<file path="config.mk">
export PLATFORM = sky130hd
export DESIGN_NAME = uart_rx_fifo
export DESIGN_NICKNAME = d
export VERILOG_FILES = /design/src/rtl/uart_rx_fifo_pkg.sv /design/src/rtl/uart_rx_fifo_rx_byte_fifo.sv /design/src/rtl/uart_rx_fifo.sv
export SDC_FILE = /design/constraint.sdc
export NUM_CORES = 1
export LEC_CHECK = 0
export CORE_MARGIN = 1
export CORE_UTILIZATION = 45
export CTS_CLUSTER_DIAMETER = 150
export DETAILED_ROUTE_END_ITERATION = 8
export PLACE_DENSITY_LB_ADDON = 0.08
export SETUP_SLACK_MARGIN = 0.1
export SYNTH_ARGS = -nofsm -noshare
export SYNTH_HDL_FRONTEND = slang
export SYNTH_HIERARCHICAL = 1
export SYNTH_SLANG_ARGS = --single-unit
</file>
<file path="constraint.sdc">
create_clock -name clk -period 7.32 [get_ports clk]
set_clock_uncertainty 0.05 [all_clocks]
set_input_delay 1.464 -clock clk [delete_from_list [all_inputs] [get_ports clk]]
set_output_delay 1.464 -clock clk [all_outputs]
set_load 0.05 [all_outputs]
</file>
<file path="src/rtl/uart_rx_fifo_pkg.sv">
// Shared definitions for the UART receive path: FSM states and frame constants.
package uart_rx_fifo_pkg;

    typedef enum logic [2:0] {
        RX_IDLE,
        RX_START,
        RX_DATA,
        RX_STOP,
        RX_BREAK
    } rx_state_e;

    localparam int UART_DATA_BITS = 8;
    localparam int BAUD_DIV_MIN   = 4;

endpackage

</file>
<file path="src/rtl/uart_rx_fifo_rx_byte_fifo.sv">
// Synchronous byte FIFO with a registered head output. A push into a full FIFO
// is accepted when a pop happens in the same cycle; otherwise it is dropped.
module rx_byte_fifo #(
    parameter int DEPTH = 64,
    parameter int WIDTH = 8
) (
    input  logic             clk,
    input  logic             rst_n,
    input  logic             push,
    input  logic [WIDTH-1:0] push_data,
    input  logic             pop,
    output logic             full,
    output logic             empty,
    output logic             push_drop,
    output logic [WIDTH-1:0] head_q
);

    localparam int AW = $clog2(DEPTH);

    logic [AW:0]      wr_ptr;
    logic [AW:0]      rd_ptr;
    logic [WIDTH-1:0] mem [DEPTH];
    logic             pop_ok;
    logic             push_ok;

    // Extra pointer MSB tells full (MSBs differ) from empty (pointers equal).
    assign empty     = (wr_ptr == rd_ptr);
    assign full      = (wr_ptr[AW-1:0] == rd_ptr[AW-1:0]) && (wr_ptr[AW] != rd_ptr[AW]);
    assign pop_ok    = pop && !empty;
    assign push_ok   = push && (!full || pop_ok);
    assign push_drop = push && !push_ok;

    // Storage array; no reset needed, validity is tracked by the pointers.
    always_ff @(posedge clk) begin
        if (push_ok) mem[wr_ptr[AW-1:0]] <= push_data;
    end

    // Pointers and popped-byte register. On a full push+pop the read sees the
    // old head before the write lands in the same slot.
    always_ff @(posedge clk) begin
        if (!rst_n) begin
            wr_ptr <= '0;
            rd_ptr <= '0;
            head_q <= '0;
        end else begin
            if (push_ok) wr_ptr <= wr_ptr + (AW+1)'(1);
            if (pop_ok) begin
                rd_ptr <= rd_ptr + (AW+1)'(1);
                head_q <= mem[rd_ptr[AW-1:0]];
            end
        end
    end

endmodule

</file>
<file path="src/rtl/uart_rx_fifo.sv">
// 8N1 UART receiver feeding a byte FIFO; host pops with a level-toggle handshake.
module uart_rx_fifo
    import uart_rx_fifo_pkg::*;
#(
    parameter int FIFO_DEPTH  = 64,
    parameter int SYNC_STAGES = 2
) (
    input  logic        clk,
    input  logic        rst_n,
    input  logic [15:0] baud_div,
    input  logic        uart_rx_pin,
    input  logic        uart_rx_read,
    output logic        uart_rx_ready,
    output logic [7:0]  uart_rx_byte,
    output logic        uart_rx_overflow,
    output logic        uart_rx_frame_err
);

    logic [SYNC_STAGES-1:0]    sync_q;
    logic                      rx_s;
    logic                      read_q;
    logic                      pop;
    rx_state_e                 state_q, state_d;
    logic [15:0]               cnt_q, cnt_d;
    logic [2:0]                bit_q, bit_d;
    logic [UART_DATA_BITS-1:0] sr_q, sr_d;
    logic                      fire;
    logic                      push;
    logic                      ferr;
    logic                      push_drop;
    logic                      fifo_full;
    logic                      fifo_empty;
    logic [15:0]               half_div;

    assign rx_s     = sync_q[SYNC_STAGES-1];
    assign pop      = (uart_rx_read != read_q);
    assign fire     = (cnt_q == 16'd0);
    assign half_div = {1'b0, baud_div[15:1]};

    // RX pin synchroniser; resets to the idle (high) line level.
    always_ff @(posedge clk) begin
        if (!rst_n) sync_q <= '1;
        else        sync_q <= {sync_q[SYNC_STAGES-2:0], uart_rx_pin};
    end

    // Toggle history; loaded from the pin in reset too so release never pops.
    always_ff @(posedge clk) begin
        read_q <= uart_rx_read;
    end

    // Receiver state, baud counter, bit index and shift register.
    always_ff @(posedge clk) begin
        if (!rst_n) begin
            state_q <= RX_IDLE;
            cnt_q   <= '0;
            bit_q   <= '0;
            sr_q    <= '0;
        end else begin
            state_q <= state_d;
            cnt_q   <= cnt_d;
            bit_q   <= bit_d;
            sr_q    <= sr_d;
        end
    end

    // Next-state logic: start verified at half a bit, then one sample per bit.
    always_comb begin
        state_d = state_q;
        cnt_d   = cnt_q - 16'd1;
        bit_d   = bit_q;
        sr_d    = sr_q;
        push    = 1'b0;
        ferr    = 1'b0;
        case (state_q)
            RX_IDLE: begin
                if (!rx_s) begin
                    state_d = RX_START;
                    cnt_d   = half_div - 16'd1;
                end
            end
            RX_START: begin
                if (fire) begin
                    if (!rx_s) begin
                        state_d = RX_DATA;
                        bit_d   = '0;
                        cnt_d   = baud_div - 16'd1;
                    end else begin
                        state_d = RX_IDLE;
                    end
                end
            end
            RX_DATA: begin
                if (fire) begin
                    sr_d  = {rx_s, sr_q[UART_DATA_BITS-1:1]};
                    cnt_d = baud_div - 16'd1;
                    if (bit_q == 3'(UART_DATA_BITS-1)) state_d = RX_STOP;
                    else                               bit_d   = bit_q + 3'd1;
                end
            end
            RX_STOP: begin
                if (fire) begin
                    if (rx_s) begin
                        push    = 1'b1;
                        state_d = RX_IDLE;
                    end else begin
                        ferr    = 1'b1;
                        state_d = RX_BREAK;
                    end
                end
            end
            RX_BREAK: begin
                if (rx_s) state_d = RX_IDLE;
            end
            default: state_d = RX_IDLE;
        endcase
    end

    // Error pulses, registered so they line up with the ready rise.
    always_ff @(posedge clk) begin
        if (!rst_n) begin
            uart_rx_overflow  <= 1'b0;
            uart_rx_frame_err <= 1'b0;
        end else begin
            uart_rx_overflow  <= push_drop;
            uart_rx_frame_err <= ferr;
        end
    end

    rx_byte_fifo #(
        .DEPTH (FIFO_DEPTH),
        .WIDTH (UART_DATA_BITS)
    ) u_fifo (
        .clk       (clk),
        .rst_n     (rst_n),
        .push      (push),
        .push_data (sr_q),
        .pop       (pop),
        .full      (fifo_full),
        .empty     (fifo_empty),
        .push_drop (push_drop),
        .head_q    (uart_rx_byte)
    );

    assign uart_rx_ready = !fifo_empty;

endmodule

</file>
# Word level (Yosys, flattened, before mapping)

Memory sizes are Yosys's and may differ from the RTL's. A register that Yosys moved wholly into a read port is not among the register bits.
Cells that the tools add are included.

Register bits after elaboration: 49
Memory bits (writable): 512
Input port bits: 20
Output and inout port bits: 11
Memories kept: 1

Memories:

| memory     | depth | bits a word | rd ports | clocked after memory_dff | wr ports | line                            | text |
|---|---|---|---|---|---|---|---|
| u_fifo.mem | 64    | 8           | 1        | 1                        | 1        | uart_rx_fifo_rx_byte_fifo.sv:22 | `logic [WIDTH-1:0] mem [DEPTH];` |

Add/sub/neg operators: 6
Eq/ne operators: 17
Mux-type cells: 25
Reduce and logical (&&, ||, !) cells: 16

Operator list:

| kind                  | number |
|---|---|
| $mux 16               | 4 |
| $pmux 16 s3           | 1 |
| $mux 3                | 11 |
| $sub 16x1->16 const B | 2 |
| $logic_not 16->1      | 1 |
| $ne 2x2->1 const B    | 8 |
| $sub 15x1->16 const B | 1 |
| $pmux 3 s5            | 1 |
| $add 7x1->7 const B   | 2 |
| $eq 7x7->1            | 1 |
| $eq 3x2->1 const B    | 2 |
| $eq 3x3->1 const B    | 2 |
| $eq 6x6->1            | 1 |
| $mux 1                | 6 |
| $pmux 3 s2            | 1 |
| $reduce_and 6->1      | 1 |
| $reduce_and 5->1      | 1 |
| $logic_and 1x1->1     | 4 |
| $logic_not 1->1       | 4 |
| $add 3x1->3 const B   | 1 |
| $eq 3x1->1 const B    | 1 |
| $logic_not 3->1       | 1 |
| $reduce_and 3->1      | 1 |
| $mux 2                | 1 |
| other kinds (4)       | 5 |

# Longest topological paths before layout

Gate-level depths: netlist of the first run.

Depth after elaboration: 7
Depth in mapped cells: 12
Depth with buffers taken out: 10

# Modules after synthesis

Netlist of the first run, hierarchy kept.

By module, submodules not included:

| module       | times used | cells an instance | area each (um^2) | sequential area each (um^2) |
|---|---|---|---|---|
| rx_byte_fifo | 1          | 1169              | 21265.4          | 15815.2 |
| uart_rx_fifo | 1          | 323               | 2466.1           | 700.7 |

# Worst setup path after synthesis of the first run

OpenSTA, ideal clock, no wires.

Kind: reg2reg
Start point: register cnt_q[7]
End point: memory u_fifo.mem[15][0] (enable)
Library setup time: 0.383 ns
Data arrival time: 3.106 ns
Required time: 6.887 ns
Setup slack: 3.781 ns
Cell stages (with the launch flop): 11
Buffers on the path: 1
Period minus slack after synthesis: 3.539 ns
Cells stage by stage: dfxtp_1 -> or4_1 -> or4_1 -> nor3_2 -> nand3_1 -> nor2_1 -> inv_1 -> a41oi_4 -> buf_4 -> nand2_1 -> nor3_1

Longest elaborated chain between the ends: 6

RTL lines:

| what                         | line                            | text |
|---|---|---|
| start, declared              | uart_rx_fifo.sv:24              | `logic [15:0] cnt_q, cnt_d;` |
| start signal, assigned       | uart_rx_fifo.sv:60              | `cnt_q <= cnt_d;` |
| $logic_not 16->1             | uart_rx_fifo.sv:37              | `assign fire = (cnt_q == 16'd0);` |
| $mux 1                       | uart_rx_fifo.sv:101             | `if (fire) begin` |
| $mux 1                       | uart_rx_fifo.sv:74              | `case (state_q)` |
| net push                     | uart_rx_fifo.sv:28              | `logic push;` |
| $logic_and 1x1->1            | uart_rx_fifo_rx_byte_fifo.sv:30 | `assign push_ok = push && (!full \|\| pop_ok);` |
| $mux 1                       | uart_rx_fifo_rx_byte_fifo.sv:35 | `if (push_ok) mem[wr_ptr[AW-1:0]] <= push_data;` |
| $mux 1 (implied by the code) | uart_rx_fifo_rx_byte_fifo.sv:35 |  |
| end, declared                | uart_rx_fifo_rx_byte_fifo.sv:22 |  |

The timed path passes the listed nets, and every way through them passes these cells.

# Worst setup path in the final report of the first run

Start point: register u_fifo.rd_ptr[5]
End point: output port uart_rx_ready

Longest elaborated chain between the ends: 2

RTL lines:

| what                   | line                            | text |
|---|---|---|
| start, declared        | uart_rx_fifo_rx_byte_fifo.sv:21 | `logic [AW:0] rd_ptr;` |
| start signal, assigned | uart_rx_fifo_rx_byte_fifo.sv:48 | `rd_ptr <= rd_ptr + (AW+1)'(1);` |
| $eq 7x7->1             | uart_rx_fifo_rx_byte_fifo.sv:27 | `assign empty = (wr_ptr == rd_ptr);` |
| net fifo_empty         | uart_rx_fifo.sv:32              | `logic fifo_empty;` |
| $logic_not 1->1        | uart_rx_fifo.sv:144             | `assign uart_rx_ready = !fifo_empty;` |
| end, declared          | uart_rx_fifo.sv:13              | `output logic uart_rx_ready,` |

The timed path passes the listed nets, and every way through them passes these cells.

==> results.sh, run 1 <==
export IMPL_status="complete, no violations"
export IMPL_io_pins=31
export IMPL_globalRoute_totalOverflow=0
export IMPL_hold_path_startpoint="sync_q[0]"
export IMPL_drcViolationCount=0
export IMPL_diodes=0
export IMPL_hp_class="reg2reg"
export IMPL_layout_filler_cells=4301
export IMPL_antenna_found_initial=0
export IMPL_ff_latch_area_sq_um=16560
export IMPL_cp_top_delay_family="flip-flops"
export IMPL_intPower_mw=5.377
export IMPL_critical_path_slowest_cell="dfxtp_1"
export IMPL_worst_slew_pin_transition_ns=1.123
export IMPL_ctsLongestPathBuffers=3
export IMPL_rsz0062_at_grt="false"
export IMPL_post_drt_wl_per_cell_microns=27.29
export IMPL_multi_input_comb_area_sq_um=6666
export IMPL_drt_iter0_drcs=1228
export IMPL_syn_cell_area_sq_um=23730
export IMPL_die_height_microns=231.6
export IMPL_synth_fp_nets=1519
export IMPL_clockPowerShare=0.445
export IMPL_port_buffers=30
export IMPL_mapped_cells=1491
export IMPL_required_ns=5.81
export IMPL_die_width_microns=231.6
export IMPL_place_hpwl_mm=37.60
export IMPL_vias=13538
export IMPL_ir_worst_vdd_mv=0.1903
export IMPL_clock_fmax_mhz=210.7
export IMPL_final_max_slew_violation_count=0
export IMPL_nNetsFinal=1544
export IMPL_setup_viol=0
export IMPL_crit_reg2reg_launch="cnt_q[7]"
export IMPL_global_route_usage_total=0.2325
export IMPL_syn_avg_cell_area_sq_um=15.91
export IMPL_postRouteAntennaNets=0
export IMPL_drive_above_1_share=0.1504
export IMPL_final_util=0.5131
export IMPL_critical_path_cell_chain="xor2_1 -> nor4_4 -> nand2_1 -> nor2_1 -> inv_1 -> clkdlybuf4s50_1"
export IMPL_std_cell_rows=83
export IMPL_fin_setup_tns_ns=0
export IMPL_starting_utilization_of_the_core_area=0.4588
export IMPL_htree_levels=2
export IMPL_swShare=0.2087
export IMPL_first_pass_grt_wire_length_mm=90.55
export IMPL_arrival_ns=3.23
export IMPL_cts_root_buf="clkbuf_16"
export IMPL_drv_max_cap_violation_count=0
export IMPL_whs_ns=0.3606
export IMPL_power_density_of_the_placed_cells_nw_per_um2=256.0
export IMPL_cts_inserted_buffers=59
export IMPL_critPathMaxStageDelay_ns=0.85
export IMPL_postRouteWirelength_mm=61.21
export IMPL_hold_buffers=0
export IMPL_slew_headroom=0.2454
export IMPL_drtPass1Iterations=6
export IMPL_critical_path_class="reg2out"
export IMPL_holdPathStages=1
export IMPL_share_seq_of_total_power=0.521
export IMPL_layoutNonFillerInstCount=2243
export IMPL_post_cts_setup_buffer_count=0
export IMPL_period_share=0.6485
export IMPL_report_final_hold_viol_count=0
export IMPL_final_min_clock_period_ns=4.747
export IMPL_p_switching_mw=1.418
export IMPL_gp_congestion=0.8642
export IMPL_crit_path_end_kind="primary output"
export IMPL_holdPathEnd="sync_q[1]"
export IMPL_area_delta_synth_final_pct=11.84
export IMPL_clkTransAtPathRegs_ns=0.06
export IMPL_reg2regPathDepth=9
export IMPL_reg2reg_to="u_fifo/mem[43][6]"
export IMPL_clkLatencyLatePin_ns=0.62
export IMPL_total_power_mw=6.794
export IMPL_die_area_sq_um=53650
export IMPL_grt_start_max_net_pins=67
export IMPL_clock_sinks=569
export IMPL_postCtsResizedCells=0
export IMPL_design_core_area_sq_um=51720
export IMPL_worstPathMaxFanout=19
export IMPL_critical_path_startpoint_type="flip-flop"
export IMPL_post_place_cells=2135
export IMPL_vias_in_the_first_global_route=13385
export IMPL_cp_num_buf_inv=2
export IMPL_rrSetupSlack_ns=2.68
export IMPL_cts_tree="done"
export IMPL_p_leak_nw=8.111
export IMPL_p_comb_frac=0.034
export IMPL_vias_per_cell=6.036
export IMPL_synthesis_yosys_warnings=6
[sequential cells by signal, indices dropped and copies added (netlist names)]
name,cells
bit_q,3
cnt_q,16
read_q,1
sr_q,8
state_q,3
sync_q,2
u_fifo/head_q,8
u_fifo/mem,512
u_fifo/rd_ptr,7
u_fifo/wr_ptr,7
uart_rx_frame_err,1
uart_rx_overflow,1
[worst max-delay path by stage]
stage / start / to / slack [ns] / depth (start not counted)
6_report: u_fifo/rd_ptr[5] / uart_rx_ready / 2.57 / 6
5_1_grt: cnt_q[7] / u_fifo/mem[43][6] / 2.33 / 9
4_1_cts: u_fifo/rd_ptr[5] / uart_rx_ready / 2.59 / 6
3_5_place_dp: uart_rx_read / u_fifo/mem[43][1] / 2.38 / 6
3_3_place_gp: uart_rx_read / u_fifo/mem[43][0] / 2.50 / 6
2_1_floorplan: cnt_q[7] / u_fifo/mem[15][0] / 3.78 / 10
[cells in the final DEF, fill, tap and decap left out, types with 32 or more instances in the layout]
cell,instances
a22oi_1,32
edfxtp_1,512
nand2_1,66
nand3_1,37
mux4_2,64
o21ai_0,39
dfxtp_1,46
nor2_1,96
mux2i_1,115
clkbuf_16,60
a21oi_1,38
[metrics by stage]
step	instance area, sq um	worst slack, ns
after floorplan	23730	3.781
after global placement	24590	2.496
after detailed placement	24590	2.380
after CTS	26540	2.587
after global routing	26540	2.330
final	26540	2.573
[layout make-up]
class	count	share of cell area
clock buffer	67	0.05757
sequential	569	0.6239
clock inverter	41	0.01584
multi-input combinational	816	0.2512
timing repair buffer	47	0.01613
tap	680	0.03206
inverter	23	0.003253
[routing by layer]
metal  part of all wire  vias to the layer above  GRT usage  wire [microns]
met4              0.020                        0    0.06188            1220
met3              0.065                       78    0.03494            4005
met5                  0                        -          0               0
met1               0.46                     6990     0.3445           27860
met2               0.46                      508     0.3581           28120
li1                   -                     5962          -               -
[power by group through the flow]
stage | logic, mW | clock network, mW | registers (mW)
floorplan | 0.174 | 0 | 3.60
global placement | 0.229 | 0 | 3.60
detailed placement | 0.228 | 0 | 3.61
CTS | 0.229 | 3.08 | 3.54
global route | 0.256 | 3.19 | 3.54
finish | 0.231 | 3.02 | 3.54
Power figures use the tool's default switching activity.
==> run 2, diff against run 1 <==
==> constraint.sdc (replaced) <==
create_clock -name clk -period 4.69 [get_ports clk]
set_clock_uncertainty 0.05 [all_clocks]
set_input_delay 0.938 -clock clk [delete_from_list [all_inputs] [get_ports clk]]
set_output_delay 0.938 -clock clk [all_outputs]
set_load 0.05 [all_outputs]
==> results.sh, run 2 (synthesis results as in run 1) <==
export IMPL_clock_sinks=569
export IMPL_post_drt_wl_per_cell_microns=26.06
export IMPL_ctsLongestPathBuffers=3
export IMPL_design_core_area_sq_um=51720
export IMPL_antenna_found_initial=0
export IMPL_ff_latch_area_sq_um=16560
export IMPL_rsz0062_at_grt="false"
export IMPL_std_cell_rows=83
export IMPL_gp_congestion=0.8506
export IMPL_p_switching_mw=2.161
export IMPL_global_route_usage_total=0.2295
export IMPL_ir_worst_vdd_mv=0.2983
export IMPL_drcViolationCount=0
export IMPL_die_height_microns=231.6
export IMPL_clockPowerShare=0.427
export IMPL_clock_fmax_mhz=242.2
export IMPL_drtPass1Iterations=5
export IMPL_slew_headroom=0.07032
export IMPL_global_route_peak_usage_layer="met2"
export IMPL_vias_in_the_first_global_route=13510
export IMPL_htree_levels=2
export IMPL_share_seq_of_total_power=0.538
export IMPL_place_hpwl_mm=37.17
export IMPL_clkLatencyLatePin_ns=0.62
export IMPL_crit_reg2reg_launch="cnt_q[7]"
export IMPL_reg2regPathDepth=10
export IMPL_post_cts_setup_buffer_count=0
export IMPL_drt_iter0_drcs=1321
export IMPL_final_max_slew_violation_count=0
export IMPL_postRouteAntennaNets=0
export IMPL_cp_num_buf_inv=2
export IMPL_cts_inserted_buffers=58
export IMPL_postCtsResizedCells=0
export IMPL_arrival_ns=4.40
export IMPL_cp_top_delay_family="simple AND/OR/NAND/NOR gates"
export IMPL_layout_filler_cells=4337
export IMPL_port_buffers=30
export IMPL_critical_path_cell_chain="or4_1 -> or4_1 -> nor3_2 -> nand3_1 -> nor2_1 -> inv_1 -> a41oi_4 -> nand2_1 -> nor3_1 -> buf_4"
export IMPL_most_common_layout_cells="edfxtp_1 (512), mux2i_1 (115), nor2_1 (96), buf_4 (91), nand2_1 (66)"
export IMPL_postRouteWirelength_mm=60.36
export IMPL_p_comb_frac=0.035
export IMPL_vias=13651
export IMPL_startpoint="cnt_q[7]"
export IMPL_crit_cells=10
export IMPL_final_min_clock_period_ns=4.129
export IMPL_crit_path_end_kind="flip-flop"
export IMPL_setup_viol=0
export IMPL_clkTransAtPathRegs_ns=0.06
export IMPL_reg2reg_to="u_fifo/mem[15][1]"
export IMPL_largest_register_ffs=512
export IMPL_die_area_sq_um=53650
export IMPL_critical_path_class="reg2reg"
export IMPL_rrSetupSlack_ns=0.56
export IMPL_required_ns=4.96
export IMPL_critical_path_slowest_cell="nand2_1"
export IMPL_hp_class="reg2reg"
export IMPL_period_share=0.8804
export IMPL_worst_slew_pin_transition_ns=1.389
export IMPL_io_pins=31
export IMPL_multi_input_comb_area_sq_um=6666
export IMPL_drv_max_cap_violation_count=0
export IMPL_first_pass_grt_wire_length_mm=90.20
export IMPL_globalRoute_totalOverflow=0
export IMPL_hold_buffers=0
export IMPL_vias_per_cell=5.894
export IMPL_intPower_mw=8.107
export IMPL_nNetsFinal=1618
export IMPL_report_final_hold_viol_count=0
export IMPL_final_common_cell="edfxtp_1"
export IMPL_area_delta_synth_final_pct=13.56
export IMPL_die_width_microns=231.6
export IMPL_cts_root_buf="clkbuf_16"
export IMPL_grt_start_max_net_pins=67
export IMPL_crit_path_end="u_fifo/mem[15][1]"
export IMPL_swShare=0.2104
export IMPL_grt_met2_usage=0.3535
export IMPL_globalRouteMet1Util=0.3422
export IMPL_worstPathMaxFanout=15
export IMPL_fin_setup_tns_ns=0
export IMPL_critical_path_startpoint_type="flip-flop"
export IMPL_holdPathStages=1
export IMPL_cts_tree="done"
export IMPL_starting_utilization_of_the_core_area=0.4588
export IMPL_status="complete, no violations"
export IMPL_critPathMaxStageDelay_ns=0.61
export IMPL_drive_above_1_share=0.1804
export IMPL_cp_common_cell="or4_1"
export IMPL_met3_usage=0.03605
export IMPL_whs_ns=0.3600
export IMPL_p_leak_nw=8.424
export IMPL_power_density_of_the_placed_cells_nw_per_um2=381.1
[run 2: power groups by stage]
stage	Clock, mW	Combinational [mW]	Sequential (mW)
detailed placement	0	0.353	5.63
floorplan	0	0.271	5.62
global route	4.66	0.399	5.53
finish	4.39	0.358	5.52
CTS	4.48	0.357	5.52
global placement	0	0.356	5.63
[run 2: layer usage]
metal	routed length (microns)	part of all wire
met4	1174	0.019
met2	27720	0.46
met5	0	0
met3	3214	0.053
met1	28250	0.47
[run 2: cell type report]
type                       instances  area share
antenna                            1  0.00009287
inverter                          23    0.003204
tap                              680     0.03158
multi-input combinational        816      0.2474
sequential                       569      0.6145
clock inverter                    21    0.006222
timing repair buffer             122     0.03724
clock buffer                      84     0.05976
[run 2: worst reg2reg max path: cells and delay by family (launching register included)]
family	cells	cell delay, ns
AO/OA/AOI/OAI	1	0.48
buffers and inverters	2	0.35
flip-flops	1	0.36
AND/OR/NAND/NOR	7	2.60
[run 2: stage by stage]
step | std cells | worst slack [ns] | area [sq um] | util | power, mW
CTS | 2315 | 0.5718 | 26940 | 0.5210 | 10.36
global placement | 2210 | 0.6950 | 25160 | 0.4866 | 5.982
global route | 2315 | 0.3293 | 26940 | 0.5210 | 10.59
detailed placement | 2210 | 0.6208 | 25160 | 0.4866 | 5.981
floorplan | 1491 | 1.151 | 23730 | - | 5.893
finish | 2316 | 0.5609 | 26940 | 0.5210 | 10.27
[run 2: worst min-delay path by stage]
| stage | startpoint | endpoint | slack [ns] |
|---|---|---|---|
| floorplan | sync_q[0] | sync_q[1] | 0.34 |
| global placement | sync_q[0] | sync_q[1] | 0.35 |
| detailed placement | sync_q[0] | sync_q[1] | 0.34 |
| CTS | sync_q[0] | sync_q[1] | 0.36 |
| global route | sync_q[0] | sync_q[1] | 0.38 |
| finish | sync_q[0] | sync_q[1] | 0.36 |
==> RTL change: new RTL, config.mk and constraints of run 2 <==
The parameter `FIFO_DEPTH` goes from 64 to 32.
--- a/src/rtl/uart_rx_fifo.sv
+++ b/src/rtl/uart_rx_fifo.sv
@@ -2,7 +2,7 @@
 module uart_rx_fifo
     import uart_rx_fifo_pkg::*;
 #(
-    parameter int FIFO_DEPTH  = 64,
+    parameter int FIFO_DEPTH  = 32,
     parameter int SYNC_STAGES = 2
 ) (
     input  logic        clk,
Behaviour: same outputs for any inputs over 10 cycles, from zero or initial values and one cycle with rst_n low; that may be too few to reach the edited logic, so the function may still have changed.
==> RTL change against run 2 <==
Cell area shrank 44%; synthesized area fell by 44%; fmax up 1.9%; sequential cell count decreased by 258; worst setup slack improved by 0.077 ns; routed wire length fell by 49%; combinational power barely moved; total power down 41%; largest cell class unchanged; largest power group unchanged; highest routed layer unchanged.
==> RTL change: results (changes against run 2) <==
- Detail Placement HPWL: 20160 um (was 37170 um)
- Hold Path Origin: sync_q[0] (unchanged)
- H-tree levels: 2 (unchanged)
- Clock latency on the worst-skew pair: 0.50 ns (was 0.62 ns)
- PortBufs: 30 (unchanged)
- R2r startpoint: cnt_q[10] (was cnt_q[7])
- First-pass GRT wire length: 47160 um (was 90200 um)
- Share of layout cells above drive strength 1: 14.64% (was 18.04%)
- Worst VDD drop: 0.0002341 V (was 0.0002983 V)
- Antenna violations before repair: 0 (unchanged)
- Gr usage total: 21.03% (was 22.95%)
- Slew margin rel.: 16.55% (was 7.032%)
- Fin nets: 920 (was 1618)
- Hold Crit Depth: 1 (unchanged)
- Gpl congestion: 0.8767 (was 0.8506)
- Post-CTS setup buffers: 0 (unchanged)
- Initial drt markers: 760 (was 1321)
- R2r setup slk: 0.76 ns (was 0.56 ns)
- Hold Path Class: flip-flop to flip-flop (unchanged)
- Clock buffer depth: 3 (unchanged)
- R2R cell count: 8 (was 10)
- Num CTS Buffers: 34 (was 58)
- Crit Path Max Fanout: 20 (was 15)
- Wirelength per Cell: 23.80 um (was 26.06 um)
- Max reg flops: 256 (was 512)
- Filler cells: 2382 (was 4337)
- Leak Pwr: 4.818 nW (was 8.424 nW)
- R2R Path End: u_fifo/mem[24][5] (was u_fifo/mem[15][1])
- Vias in the first global route: 7673 (was 13510)
- Syn Nets: 897 (was 1519)
- Drt pass-1 iters: 5 (unchanged)
- CTS resizes: 0 (unchanged)
- Clock transition at path regs: 0.06 ns (about the same)
- Data arrival, critical path: 3.06 ns (was 4.40 ns)
- FF+latch area: 0.008802 sq mm (was 0.01656 sq mm)
- Worst Hold Path EP: sync_q[1] (unchanged)
- DR vias: 7561 (was 13650)
- Status: finished, final reports clean (unchanged)
- Synthesis Warnings: 6 (unchanged)
- CTS root buf: clkbuf_16 (unchanged)
- Largest net degree at the start of global routing: 52 (was 67)
- Ant diodes: 0 (was 1)
## RTL change: worst max-delay path, cell delays in order (launching register included)
cell and delay [ns]:
dfxtp_1 0.88, xnor2_1 0.19, nand3_1 0.28, or2_2 0.38, nor2_1 0.09, inv_1 0.04, clkdlybuf4s50_1 0.69
## RTL change: metrics by stage
stage | cells | cell area, sq um | hold WS, ns | worst slack [ns]
after floorplan | 867 | 13250 | 0.3363 | 1.400
after global placement | 1238 | 13830 | 0.3567 | 0.8588
after detailed placement | 1238 | 13830 | 0.3606 | 0.7197
after CTS | 1299 | 15000 | 0.3691 | 0.6181
after global routing | 1299 | 15000 | 0.3934 | 0.4716
final | 1299 | 15000 | 0.3619 | 0.6376
## RTL change: metal layers
metal  track usage (%)  share of wire, %  up-vias
li1                  -                 -     3453
met1             28.46                43     3855
met2             36.28                51      223
met3             2.939               4.9       30
met4             4.386               1.3        0
met5                 0                 0        -
## RTL change: final cells by class
type / instances / share of cell area (%)
flip-flops and latches: 311 / 58.67
multi-input cells: 491 / 27.59
clock buffers: 48 / 6.656
well taps: 384 / 3.203
repair buffers: 38 / 2.402
clock inverters: 13 / 1.126
inverters: 14 / 0.3503
## RTL change: worst max-delay path by stage
stage               slack [ns]                end              from
detailed placement        0.72   u_fifo/mem[6][2]         cnt_q[10]
floorplan                 1.40  u_fifo/mem[28][0]         cnt_q[10]
global placement          0.86  u_fifo/mem[30][7]         cnt_q[10]
CTS                       0.62      uart_rx_ready  u_fifo/rd_ptr[4]
finish                    0.64      uart_rx_ready  u_fifo/rd_ptr[4]
global route              0.47  u_fifo/mem[24][3]         cnt_q[10]
## RTL change: report_power, final
| part | internal [mW] | leakage, nW | switching [mW] |
|---|---|---|---|
| combinational | 0.163 | 1.43 | 0.194 |
| clock | 1.71 | 0.570 | 1.02 |
| sequential | 2.98 | 2.82 | 0.0438 |
| total | 4.85 | 4.82 | 1.26 |
